--- config.mk ---
export PLATFORM = sky130hd
export DESIGN_NAME = pool_relu_fifo
export DESIGN_NICKNAME = d
export VERILOG_FILES = /design/src/rtl/pool_relu_fifo.sv
export SDC_FILE = /design/constraint.sdc
export NUM_CORES = 1
export LEC_CHECK = 0
export BUFFER_PORTS_ARGS = -buffer_cell sky130_fd_sc_hd__clkbuf_2
export CAP_MARGIN = 40
export CORE_MARGIN = 5
export CORE_UTILIZATION = 55
export DETAILED_ROUTE_END_ITERATION = 7
export PLACE_DENSITY = 0.82
export RECOVER_POWER = 50
export SKIP_CTS_REPAIR_TIMING = 1
export SYNTH_ARGS = -nofsm -noshare
export SYNTH_HDL_FRONTEND = slang
export SYNTH_SLANG_ARGS = --single-unit
--- constraint.sdc ---
create_clock -name clk -period 5.7 [get_ports clk]
set_clock_uncertainty 0.05 [all_clocks]
set_input_delay 0.57 -clock clk [delete_from_list [all_inputs] [get_ports clk]]
set_output_delay 0.57 -clock clk [all_outputs]
set_load 0.05 [all_outputs]
--- src/rtl/pool_relu_fifo.sv ---
// pool_relu_fifo: ReLU-on-write output FIFO behind max_pooling.
// Buffers pooled pixels, counts them per frame and pulses done.
`ifndef IMG_WIDTH
`define IMG_WIDTH 224
`endif
`ifndef IMG_HEIGHT
`define IMG_HEIGHT 224
`endif

module pool_relu_fifo #(
  parameter int DATA_WIDTH = 32,
  parameter int WIDTH      = `IMG_WIDTH >> 1,
  parameter int HEIGHT     = `IMG_HEIGHT >> 1,
  parameter int DEPTH      = 16,
  parameter bit RELU_EN    = 1'b1
) (
  input  logic                    clk,
  input  logic                    resetn,
  input  logic                    valid_in,
  input  logic [DATA_WIDTH-1:0]   data_in,
  input  logic                    ready_in,
  output logic [DATA_WIDTH-1:0]   data_out,
  output logic                    valid_out,
  output logic                    done,
  output logic                    overflow,
  output logic [$clog2(DEPTH):0]  fill_level
);

  localparam int AW    = $clog2(DEPTH);
  localparam int FRAME = WIDTH * HEIGHT;
  localparam int PW    = (FRAME > 1) ? $clog2(FRAME) : 1;

  localparam logic [PW-1:0] PIX_LAST = PW'(FRAME - 1);
  localparam logic [AW:0]   FULL     = (AW+1)'(DEPTH);

  logic [DATA_WIDTH-1:0] mem [DEPTH];
  logic [AW-1:0]         wr_ptr;
  logic [AW-1:0]         rd_ptr;
  logic [AW:0]           count;
  logic [PW-1:0]         pix_cnt;
  logic                  done_q;
  logic                  ovf_q;
  logic                  rd_en;
  logic                  wr_en;
  logic [DATA_WIDTH-1:0] wr_data;

  // handshake decode and ReLU by sign bit; a read frees a slot when full
  always_comb begin
    rd_en   = (count != '0) && ready_in;
    wr_en   = valid_in && ((count != FULL) || rd_en);
    wr_data = data_in;
    if (RELU_EN && data_in[DATA_WIDTH-1])
      wr_data = '0;
  end

  // storage array, no reset needed since occupancy guards it
  always_ff @(posedge clk) begin
    if (wr_en && !resetn)
      mem[wr_ptr] <= wr_data;
  end

  // pointers and occupancy
  always_ff @(posedge clk) begin
    if (resetn) begin
      wr_ptr <= '0;
      rd_ptr <= '0;
      count  <= '0;
    end else begin
      if (wr_en)
        wr_ptr <= wr_ptr + AW'(1);
      if (rd_en)
        rd_ptr <= rd_ptr + AW'(1);
      unique case ({wr_en, rd_en})
        2'b10:   count <= count + (AW+1)'(1);
        2'b01:   count <= count - (AW+1)'(1);
        default: count <= count;
      endcase
    end
  end

  // frame pixel counter with registered end-of-frame pulse
  always_ff @(posedge clk) begin
    if (resetn) begin
      pix_cnt <= '0;
      done_q  <= 1'b0;
    end else begin
      done_q <= 1'b0;
      if (rd_en) begin
        if (pix_cnt == PIX_LAST) begin
          pix_cnt <= '0;
          done_q  <= 1'b1;
        end else begin
          pix_cnt <= pix_cnt + PW'(1);
        end
      end
    end
  end

  // sticky drop flag
  always_ff @(posedge clk) begin
    if (resetn)
      ovf_q <= 1'b0;
    else if (valid_in && !wr_en)
      ovf_q <= 1'b1;
  end

  assign data_out   = mem[rd_ptr];
  assign valid_out  = (count != '0);
  assign fill_level = count;
  assign done       = done_q;
  assign overflow   = ovf_q;

endmodule

**Yosys cells after proc, flatten, opt, wreduce, memory -nomap -nowiden**

Memories as Yosys holds them, arrays and structs flattened. A register that Yosys moved wholly into a read port is not among the register bits.
Index checks and enable logic that the tools add are counted.

- Multiplexer cells: 8
- Shift-type cells: 0
- Bitwise logic cells: 1
- Divide/modulo/power cells: 0
- $add $sub $neg: 5
- Reduce and logical (&&, ||, !) cells: 10
- Magnitude comparators: 0
- Multiply operators: 0
- Eq/ne operators: 4

Operators by type and width:

| kind | number |
|---|---|
| $mux W31 | 1 |
| $add A14 B1 Y14 const B | 1 |
| $eq A14 B14 Y1 const B | 1 |
| $mux W14 | 1 |
| $pmux W5 S2 | 1 |
| $add A4 B1 Y4 const B | 2 |
| $mux W4 | 2 |
| $add A5 B1 Y5 const B | 1 |
| $ne A5 B5 Y1 const B | 1 |
| $reduce_bool A5 Y1 | 1 |
| $sub A5 B1 Y5 const B | 1 |
| $logic_and A1 B1 Y1 | 4 |
| $mux W1 | 3 |
| $eq A2 B1 Y1 const B | 1 |
| $eq A2 B2 Y1 const B | 1 |
| $logic_not A1 Y1 | 2 |
| $reduce_bool A2 Y1 | 1 |
| $reduce_or A2 Y1 | 1 |
| $logic_or A1 B1 Y1 | 1 |
| $not A1 Y1 | 1 |

- Memory bits (read-only): 0
- Latch bits: 0
- Flip-flop bits (word level): 29
- Output and inout port bits: 40
- Memories kept: 1
- Input port bits: 36
- Word-level logic and storage cells: 35
- RAM bits: 496

Memory list:

| memory | depth | width | read ports | clocked after Yosys merged registers in | wr ports | line | RTL |
|---|---|---|---|---|---|---|---|
| mem | 16 | 31 | 1 | 1 | 1 | 36 | `logic [DATA_WIDTH-1:0] mem [DEPTH];` |

**Longest topological paths before layout**

Gate-level depths: netlist of run 1.

- Depth after elaboration: 7
- Mapped depth: 9
- Depth with buffers taken out: 8

**Least setup slack after synthesis of run 1**

No wires, ideal clock.

- Path kind: input-to-reg
- From: input port ready_in
- To: memory mem[12][0] (netlist name), enable pin
- Setup time: 419 ps
- Path buffers: 1
- Required time: 5231 ps
- Stages on the path: 5
- Arrival time: 2839 ps
- Setup slack: 2391 ps
- Cell sequence: buf_1 -> nor2b_1 -> a21oi_1 -> nand2_1 -> nor2_1

- Word-level cells in the longest chain between the ends: 6

Ends and longest elaborated chain:

| element | line | RTL |
|---|---|---|
| start: declaration | 21 | `input logic ready_in,` |
| $logic_and A1 B1 Y1 | 49 | `rd_en = (count != '0) && ready_in;` |
| $logic_or A1 B1 Y1 | 50 | `wr_en = valid_in && ((count != FULL) \|\| rd_en);` |
| $logic_and A1 B1 Y1 | 50 |  |
| $logic_and A1 B1 Y1 | 58 | `if (wr_en && !resetn)` |
| $mux W1 | 58 |  |
| $mux W1 (implied by the code) | 59 | `mem[wr_ptr] <= wr_data;` |
| end: declaration | 36 |  |

No other way between the ends.

**Final worst setup path of run 1**

- From: register count[0], in the netlist fill_level[0]
- To: memory mem[7][20] (netlist name), enable pin

- Word-level cells in the longest chain between the ends: 7
- Elaborated cells on any way between the ends: 8
- Those cells by class: eq/ne (1); mux (2); reduce/logical (5)

Ends and longest elaborated chain:

| element | line | RTL |
|---|---|---|
| start: declaration | 39 | `logic [AW:0] count;` |
| start signal: assignment | 74 | `2'b10: count <= count + (AW+1)'(1);` |
| start signal: assignment | 75 | `2'b01: count <= count - (AW+1)'(1);` |
| start signal: assignment | 76 | `default: count <= count;` |
| $reduce_bool A5 Y1 | 49 |  |
| $logic_and A1 B1 Y1 | 49 |  |
| $logic_or A1 B1 Y1 * | 50 |  |
| $logic_and A1 B1 Y1 * | 50 |  |
| $logic_and A1 B1 Y1 * | 58 |  |
| $mux W1 * | 58 |  |
| $mux W1 (implied by the code) * | 59 |  |

Every way passes the cells marked *; elsewhere a longest branch is shown, timed or not.

==> qor.yml, run 1 <==
fillCellCount: 2363
synth_warnings: 0
start_util_pct: 55.8
outcome: "finished, violations left"
dp_hpwl_um: 24300
grt_pass1_vias: 10808
cp.required_ps: 5910
overflow: 0
cts_root_buffer: "clkbuf_16"
place_congestion: 0.722
portBuffers: 74
wire_per_inst_um: 28.7
grt_pass1_wl_um: 70000
path_delay_family: "compound AO/OA/AOI/OAI gates"
drc: 0
critical_path.cell_chain: "or4_1 > o311ai_0 > nor2_1 > buf_4"
slowest_delay_ps: 1680
worstRegToRegCells: 4
power.density_nw_per_um2: 419
cap_violations: 1
hp-start: "data_in[1]"
htree_levels: 2
crit_arrival_ps: 4690
final_nets: 1156
antennaDiodeCount: 0
synthesis.nets: 1048
synth-simple-area-share_pct: 3.88
drive_above_1_share_pct: 26.5
clk_latency_ps: 560
clock.fmax_mhz: 223
mostFrequentLayoutCells: "edfxtp_1, mux4_2, clkbuf_2"
violations: "capacitance limit, slew limit"
syn2layout_area_growth_pct: 13.3
setup_violations: 0
viasPerCell: 6.41
dieArea_um2: 41200
tightest_slew_ps: 2020
clk_pin_slew_ps: 60
die_w_um: 203
cts_buffers: 50
crit_path_end_kind: "flop"
cts_tree: "done"
first_pass_iters: 5
synth_top_family_by_area: "multiplexers"
critPathMaxFanout: 25
post-route-util_pct: 63.3
num_rows: 70
cts_buffer_depth: 3
track_usage_pct: 22.9
whs_path_depth: 2
final.min_clock_period_ps: 4480
drt_iter0_markers: 1072
slowest_stage: "o311ai_0"
antenna_found_initial: 2
maxSlewHeadroom_pct: -36.5
crit_buf_inv: 1
drtAntennaViolNets: 0
wl_um: 46400
worstSetupPathType: "reg -> reg"
finalMaxSlewViolations: 6
max-vdd-ir-drop_uv: 339
synth_xor_area_share_pct: 0.641
syn_area_um2: 20500
synth_compound_area_share_pct: 3.71
ys_types: 49
synthMuxAreaShare_pct: 14.0
ys_ff_latch: 529
syn_avg_cell_area_um2: 20.5
min_to: "mem[0][1]"
hold_class: "in -> reg"
rsz0062_at_grt: "false"
grt_max_degree: 54
worst-r2r-setup-slack_ps: 1220
fin_crit_sh_pct: 78.6
die_y_um: 203
cts.sinks: 529
synthAdderAreaFrac_pct: 0.647
leakage_nw: 7.47
critical_path.startpoint_type: "flop"
num_vias: 10370
finalHoldViolations: 0
seq_area_frac_synth_pct: 75.9
tns_ps: 0
core_area_um2: 36700
ioPinCount: 76
final_common_cell: "edfxtp_1"
synthCells: 1002
r2r-start: "fill_level[0]"
worstReg2RegEnd: "mem[7][20]"
==> how the worst max path moves through the flow <==
stage             startpoint           end  slack (ps)  depth (start not counted)
2_1_floorplan       ready_in    mem[12][0]        2390                          5
3_3_place_gp            flop  data_out[28]        2460                          5
3_5_place_dp        ready_in    mem[12][3]        2420                          6
4_1_cts                 flop   data_out[3]        2110                          6
5_1_grt        fill_level[0]    mem[7][20]        1070                          4
6_report       fill_level[0]    mem[7][20]        1220                          4
==> state kept, by name, summed over array words and instances, names as in the netlist, named ones only <==
name and count:
mem 496, pix_cnt 14, fill_level 5, rd_ptr 4
wr_ptr 4, done 1, overflow 1
==> power by group <==
part / leakage (nW) / internal [mW] / switching, mW
Combinational: 1.88 / 0.830 / 1.23
Clock: 0.778 / 1.85 / 1.39
Sequential: 4.81 / 4.33 / 0.0855
Total: 7.47 / 7.01 / 2.71
==> area by class of cell <==
cell class              instances  area (um^2)  share of cell area (%)
repair buffers                110          688                    2.96
clock buffers                  62         1300                    5.58
clock inverters                29          298                    1.28
well taps                     468          586                    2.52
flip-flops and latches        529        15600                    67.0
multi-input cells             414         4760                    20.5
inverters                       5         18.8                  0.0809
==> cells in the mapped netlist (all sizes together) <==
master | n | share of area, %
and3 | 2 | 0.061
nor3 | 6 | 0.15
inv | 5 | 0.092
a21oi | 10 | 0.24
a2111oi | 2 | 0.085
nor3b | 2 | 0.073
and2 | 2 | 0.061
o41ai | 1 | 0.043
edfxtp | 496 | 73
dfxtp | 33 | 3.2
buf | 21 | 0.54
nand3b | 1 | 0.037
xnor2 | 2 | 0.085
nand2b | 2 | 0.061
clkbuf | 33 | 0.60
o2111ai | 4 | 0.20
nor2 | 43 | 0.79
mux2i | 6 | 0.29
nand2 | 40 | 0.73
o21ai | 8 | 0.23
nand4 | 3 | 0.092
a21o | 1 | 0.037
nor2b | 39 | 1.2
conb | 1 | 0.018
o311ai | 1 | 0.13
or4 | 2 | 0.073
or3 | 4 | 0.12
o21bai | 1 | 0.055
mux4 | 124 | 14
xor2 | 13 | 0.56
nand4b | 1 | 0.043
o211ai | 6 | 0.29
mux2 | 1 | 0.055
a22oi | 62 | 2.3
and4 | 4 | 0.17
nor4 | 2 | 0.13
nand3 | 4 | 0.098
ha | 9 | 0.55
a31oi | 4 | 0.12
fa | 1 | 0.098
==> metal layers <==
metal | routed length, um | vias up | GRT usage (%)
li1 | - | 4354 | -
met1 | 17600 | 5350 | 32.0
met2 | 23100 | 569 | 37.7
met3 | 4420 | 93 | 4.70
met4 | 1180 | 4 | 6.31
met5 | 25 | - | 0
==> through the flow <==
stage	power [mW]	hold slack, ps	setup WS (ps)	cells	area, um^2
global placement	6.52	407	2460	1512	21600
floorplan	6.13	409	2390	1002	20500
finish	9.72	333	1220	1617	23200
global route	10.1	314	1070	1617	23200
detailed placement	6.59	416	2420	1518	21700
CTS	9.81	435	2110	1609	23300
==> cells by family after synthesis <==
group | Yosys count
muxes | 131
and+or+nand+nor | 157
AOI/OAI and AO/OA | 100
other | 1
xor gates and xnor gates | 15
buffers and inverters | 59
DFF | 529
adders and majority gates | 10
(Power assumes the default switching activity.)
==> run 2, diff against run 1 <==
--- a/config.mk
+++ b/config.mk
@@ -10,7 +10,7 @@
 export CORE_MARGIN = 5
 export CORE_UTILIZATION = 55
 export DETAILED_ROUTE_END_ITERATION = 7
-export PLACE_DENSITY = 0.82
+export PLACE_DENSITY = 0.85
 export RECOVER_POWER = 50
 export SKIP_CTS_REPAIR_TIMING = 1
 export SYNTH_ARGS = -nofsm -noshare
==> constraint.sdc (replaced) <==
create_clock -name clk -period 4.1 [get_ports clk]
set_clock_uncertainty 0.05 [all_clocks]
set_input_delay 0.41 -clock clk [delete_from_list [all_inputs] [get_ports clk]]
set_output_delay 0.41 -clock clk [all_outputs]
set_load 0.05 [all_outputs]
==> run 2 against run 1 <==
Compared with the run above:
- the flow now finishes without violations
- sequential share of layout area fell by 0.53 points
- wire length fell by 0.57%
- combinational power rose by 39%
- non-clock buffer count rose by 26
- sequential cell count did not move
- clock-buffer cell count rose by 1
- core utilization rose by 0.50 points
- sequential power rose by 41%
- global-route usage fell by 0.46 points
- via count rose by 0.75%
- die area did not move
- critical path type is now reg -> out
- critical endpoint is now data_out[27]
==> qor.yml, run 2 (synthesized netlist as in run 1, its figures left out) <==
dieArea_um2: 41200
hold_class: "in -> reg"
pre_cts_ws_ps: 1110
maxSlewHeadroom_pct: 8.62
grt_max_degree: 65
cts_buffers: 50
crit_path_end_kind: "primary output"
use_met1_pct: 29.7
cp.required_ps: 3640
drc: 0
drtAntennaViolNets: 0
final.min_clock_period_ps: 3430
start_util_pct: 55.8
tightest_slew_ps: 1360
clk_pin_slew_ps: 60
track_usage_pct: 22.5
rsz0062_at_grt: "false"
cts_buffer_depth: 3
grt_pass1_wl_um: 68900
cts.sinks: 529
crit_arrival_ps: 2970
worstReg2RegEnd: "mem[12][24]"
wl_um: 46100
grt_util_met3_pct: 4.17
cap_violations: 0
largest_register_ffs: 496
drive_above_1_share_pct: 26.5
busiest_layer: "met2"
final_nets: 1182
power.density_nw_per_um2: 574
whs_path_depth: 2
syn2layout_area_growth_pct: 14.2
critPathMaxFanout: 30
antennaDiodeCount: 0
clock.fmax_mhz: 291
hp-start: "data_in[22]"
clk_latency_ps: 550
fillCellCount: 2362
top_register: "mem"
place_congestion: 0.803
placed_area_um2: 22000
leakage_nw: 7.52
worst-r2r-setup-slack_ps: 860
num_vias: 10448
max-vdd-ir-drop_uv: 609
core_area_um2: 36700
finalInstanceArea_um2: 23400
multiInputGateArea_um2: 4780
critical_path.startpoint_type: "flop"
fin_crit_sh_pct: 83.8
ioPinCount: 76
outcome: "finished, final reports clean"
seqCellArea_um2: 15600
drt_iter0_markers: 1031
num_rows: 70
worst_slack_ps: 666
cts_tree: "done"
min_to: "mem[1][22]"
post-route-util_pct: 63.8
tns_ps: 0
dp_hpwl_um: 27800
setup_violations: 0
worstSetupPathType: "reg -> out"
first_pass_iters: 6
die_w_um: 203
overflow: 0
finalHoldViolations: 0
final_common_cell: "edfxtp_1"
wire_per_inst_um: 28.1
met2_usage_pct: 38.8
mostFrequentLayoutCells: "edfxtp_1, mux4_2, clkbuf_2"
portBuffers: 74
die_y_um: 203
htree_levels: 2
r2r-start: "fill_level[0]"
worstRegToRegCells: 5
antenna_found_initial: 1
cts_root_buffer: "clkbuf_16"
hold_ws_ps: 179
finalMaxSlewViolations: 0
viasPerCell: 6.37
grt_pass1_vias: 10772
## run 2: area by class of cell
cell class                 count  area share [%]
sequential                   529            66.5
multi-input combinational    414            20.4
clock buffer                  63            5.82
timing repair buffer         136            3.93
tap                          468            2.50
clock inverter                26           0.722
inverter                       5          0.0802
## run 2: how the worst max path moves through the flow
stage	end	cells past startpoint	slack [ps]	start
after global routing	data_out[27]	5	440	flop
after detailed placement	fill_level[4]	8	1110	fill_level[0]
after floorplan	mem[12][0]	5	800	fill_level[4]
final	data_out[27]	5	670	flop
after global placement	fill_level[4]	8	1190	fill_level[0]
after CTS	data_out[29]	5	590	flop
## run 2: routing by layer
metal | wire length (um) | vias to the layer above
met5 | 13 | -
met4 | 1360 | 2
met3 | 3690 | 90
met2 | 24200 | 554
met1 | 16900 | 5406
li1 | - | 4396
## run 2: report_power, final
group / internal, mW / switching, mW / leakage, nW / total [mW]
clock network: 2.42 / 1.93 / 0.745 / 4.35
registers: 6.01 / 0.199 / 4.81 / 6.21
logic: 1.16 / 1.71 / 1.96 / 2.87
## run 2: critical path, cell delays in order, from the launching register on
cell      delay (ps)
dfxtp_4          770
buf_4            460
mux4_2           570
a22oi_1          200
nand2_1          130
clkbuf_2         270
## run 2: through the flow
step | std cells | power (mW)
final | 1641 | 13.4
after global routing | 1641 | 13.9
after CTS | 1638 | 13.6
after detailed placement | 1549 | 9.27
after global placement | 1520 | 9.18
after floorplan | 1002 | 8.52
==> run 3, diff against run 2 <==
==> constraint.sdc (replaced) <==
create_clock -name clk -period 2.8 [get_ports clk]
set_clock_uncertainty 0.05 [all_clocks]
set_input_delay 0.28 -clock clk [delete_from_list [all_inputs] [get_ports clk]]
set_output_delay 0.28 -clock clk [all_outputs]
set_load 0.05 [all_outputs]
==> run 3 against run 2 <==
Compared with the run above:
- the run now ends with setup timing left
- critical path type unchanged
- worst setup slack worse by 710 ps
- wire length is 13% higher
- highest routed layer is now met4
- largest power group unchanged
- die area stayed put
- combinational power is 80% higher
- power is 57% higher
- non-clock buffer count is 49 higher
- sequential cell count stayed put
==> qor.yml, run 3 (synthesized netlist as in run 1, its figures left out) <==
die_y_um: 203
die_w_um: 203
critPathMaxFanout: 7
finalMaxSlewViolations: 0
cts_root_buffer: "clkbuf_16"
critical_path.cell_chain: "buf_6 > buf_16 > mux4_2 > a22oi_1 > nand2_1 > buf_4"
drc: 0
tightest_slew_ps: 1240
finalInstanceArea_um2: 24200
antennaDiodeCount: 0
maxSlewHeadroom_pct: 17.3
num_vias: 11127
portBuffers: 74
dieArea_um2: 41200
power.density_nw_per_um2: 868
antenna_found_initial: 0
slowest_stage: "mux4_2"
cts_tree: "done"
cap_violations: 0
grt_pass1_vias: 11492
viasPerCell: 6.59
max-vdd-ir-drop_uv: 587
worstSetupPathType: "reg -> out"
violations: "setup timing"
core_area_um2: 36700
final.min_clock_period_ps: 2840
grt_pass1_wl_um: 73900
hold_class: "in -> reg"
overflow: 0
dp.cells: 1565
hold_ws_ps: 40.9
crit_path_end_kind: "primary output"
clk_latency_ps: 560
mostFrequentLayoutCells: "edfxtp_1, mux4_2, buf_4"
dp_hpwl_um: 27400
cp.required_ps: 2470
placed_area_um2: 22200
cts.sinks: 529
slowest_delay_ps: 550
final_common_cell: "edfxtp_1"
start_util_pct: 55.8
top_register: "mem"
num_rows: 70
critical_path.startpoint_type: "flop"
rsz0062_at_grt: "true"
htree_levels: 2
crit_arrival_ps: 2510
drtAntennaViolNets: 0
clk_pin_slew_ps: 70
ioPinCount: 76
worst_slack_ps: -43.9
outcome: "finished, violations left"
tns_ps: -87.1
final_nets: 1231
clock.fmax_mhz: 352
largest_register_ffs: 496
track_usage_pct: 24.3
wl_um: 52100
leakage_nw: 7.92
fin_crit_sh_pct: 102
pre_cts_ws_ps: 177
drt_iter0_markers: 1399
finalHoldViolations: 0
syn2layout_area_growth_pct: 18.2
setup_violations: 3
grt_max_degree: 47
first_pass_iters: 5
cts_buffer_depth: 3
cts_buffers: 50
place_congestion: 0.747
instances_no_fill: 1689
drive_above_1_share_pct: 32.6
wire_per_inst_um: 30.8
-- run 3: worst max-delay path, delay by kind of cell (launching register included) --
family	cells	cell delay, ps
AND/OR/NAND/NOR	1	150
flip-flops	1	440
buffers and inverters	3	570
multiplexers	1	550
AO/OA/AOI/OAI	1	220
-- run 3: routing by layer --
metal | track usage, % | vias to the layer above | part of all wire [%]
li1 | - | 4506 | -
met1 | 31.9 | 5664 | 34
met2 | 42.5 | 831 | 52
met3 | 3.96 | 126 | 10
met4 | 7.66 | 0 | 3.4
met5 | 0 | - | 0
-- run 3: per-stage QoR --
stage	utilization [%]	power, mW
4_1_cts	65.1	20.5
3_5_place_dp	60.6	13.7
2_1_floorplan	-	12.5
3_3_place_gp	60.1	13.5
5_1_grt	66.0	21.7
6_report	66.0	21.0
-- run 3: where the power goes --
group | total [mW] | switching [mW] | leakage, nW | internal (mW)
Combinational | 5.18 | 2.91 | 2.31 | 2.27
Clock | 6.92 | 2.96 | 0.800 | 3.95
Sequential | 8.92 | 0.120 | 4.81 | 8.80
Total | 21.0 | 5.99 | 7.92 | 15.0
-- run 3: final cells by class --
| class | instances | area, um^2 |
|---|---|---|
| Clock buffer | 60 | 1330 |
| Clock inverter | 28 | 319 |
| Fill cell | 2189 | 12500 |
| Inverter | 5 | 18.8 |
| Multi-Input combinational cell | 414 | 4870 |
| Sequential cell | 529 | 15600 |
| Tap cell | 468 | 586 |
| Timing Repair Buffer | 185 | 1530 |
-- run 3: final timing paths --
check                                   start           end  slack (ps)  depth (start not counted)
worst max-delay path                     flop  data_out[29]         -40                          6
worst min-delay path              data_in[27]   mem[12][27]          40                          2
worst max register to register  fill_level[2]   mem[11][15]         140                          6
worst min register to register    pix_cnt[12]   pix_cnt[12]         450                          2
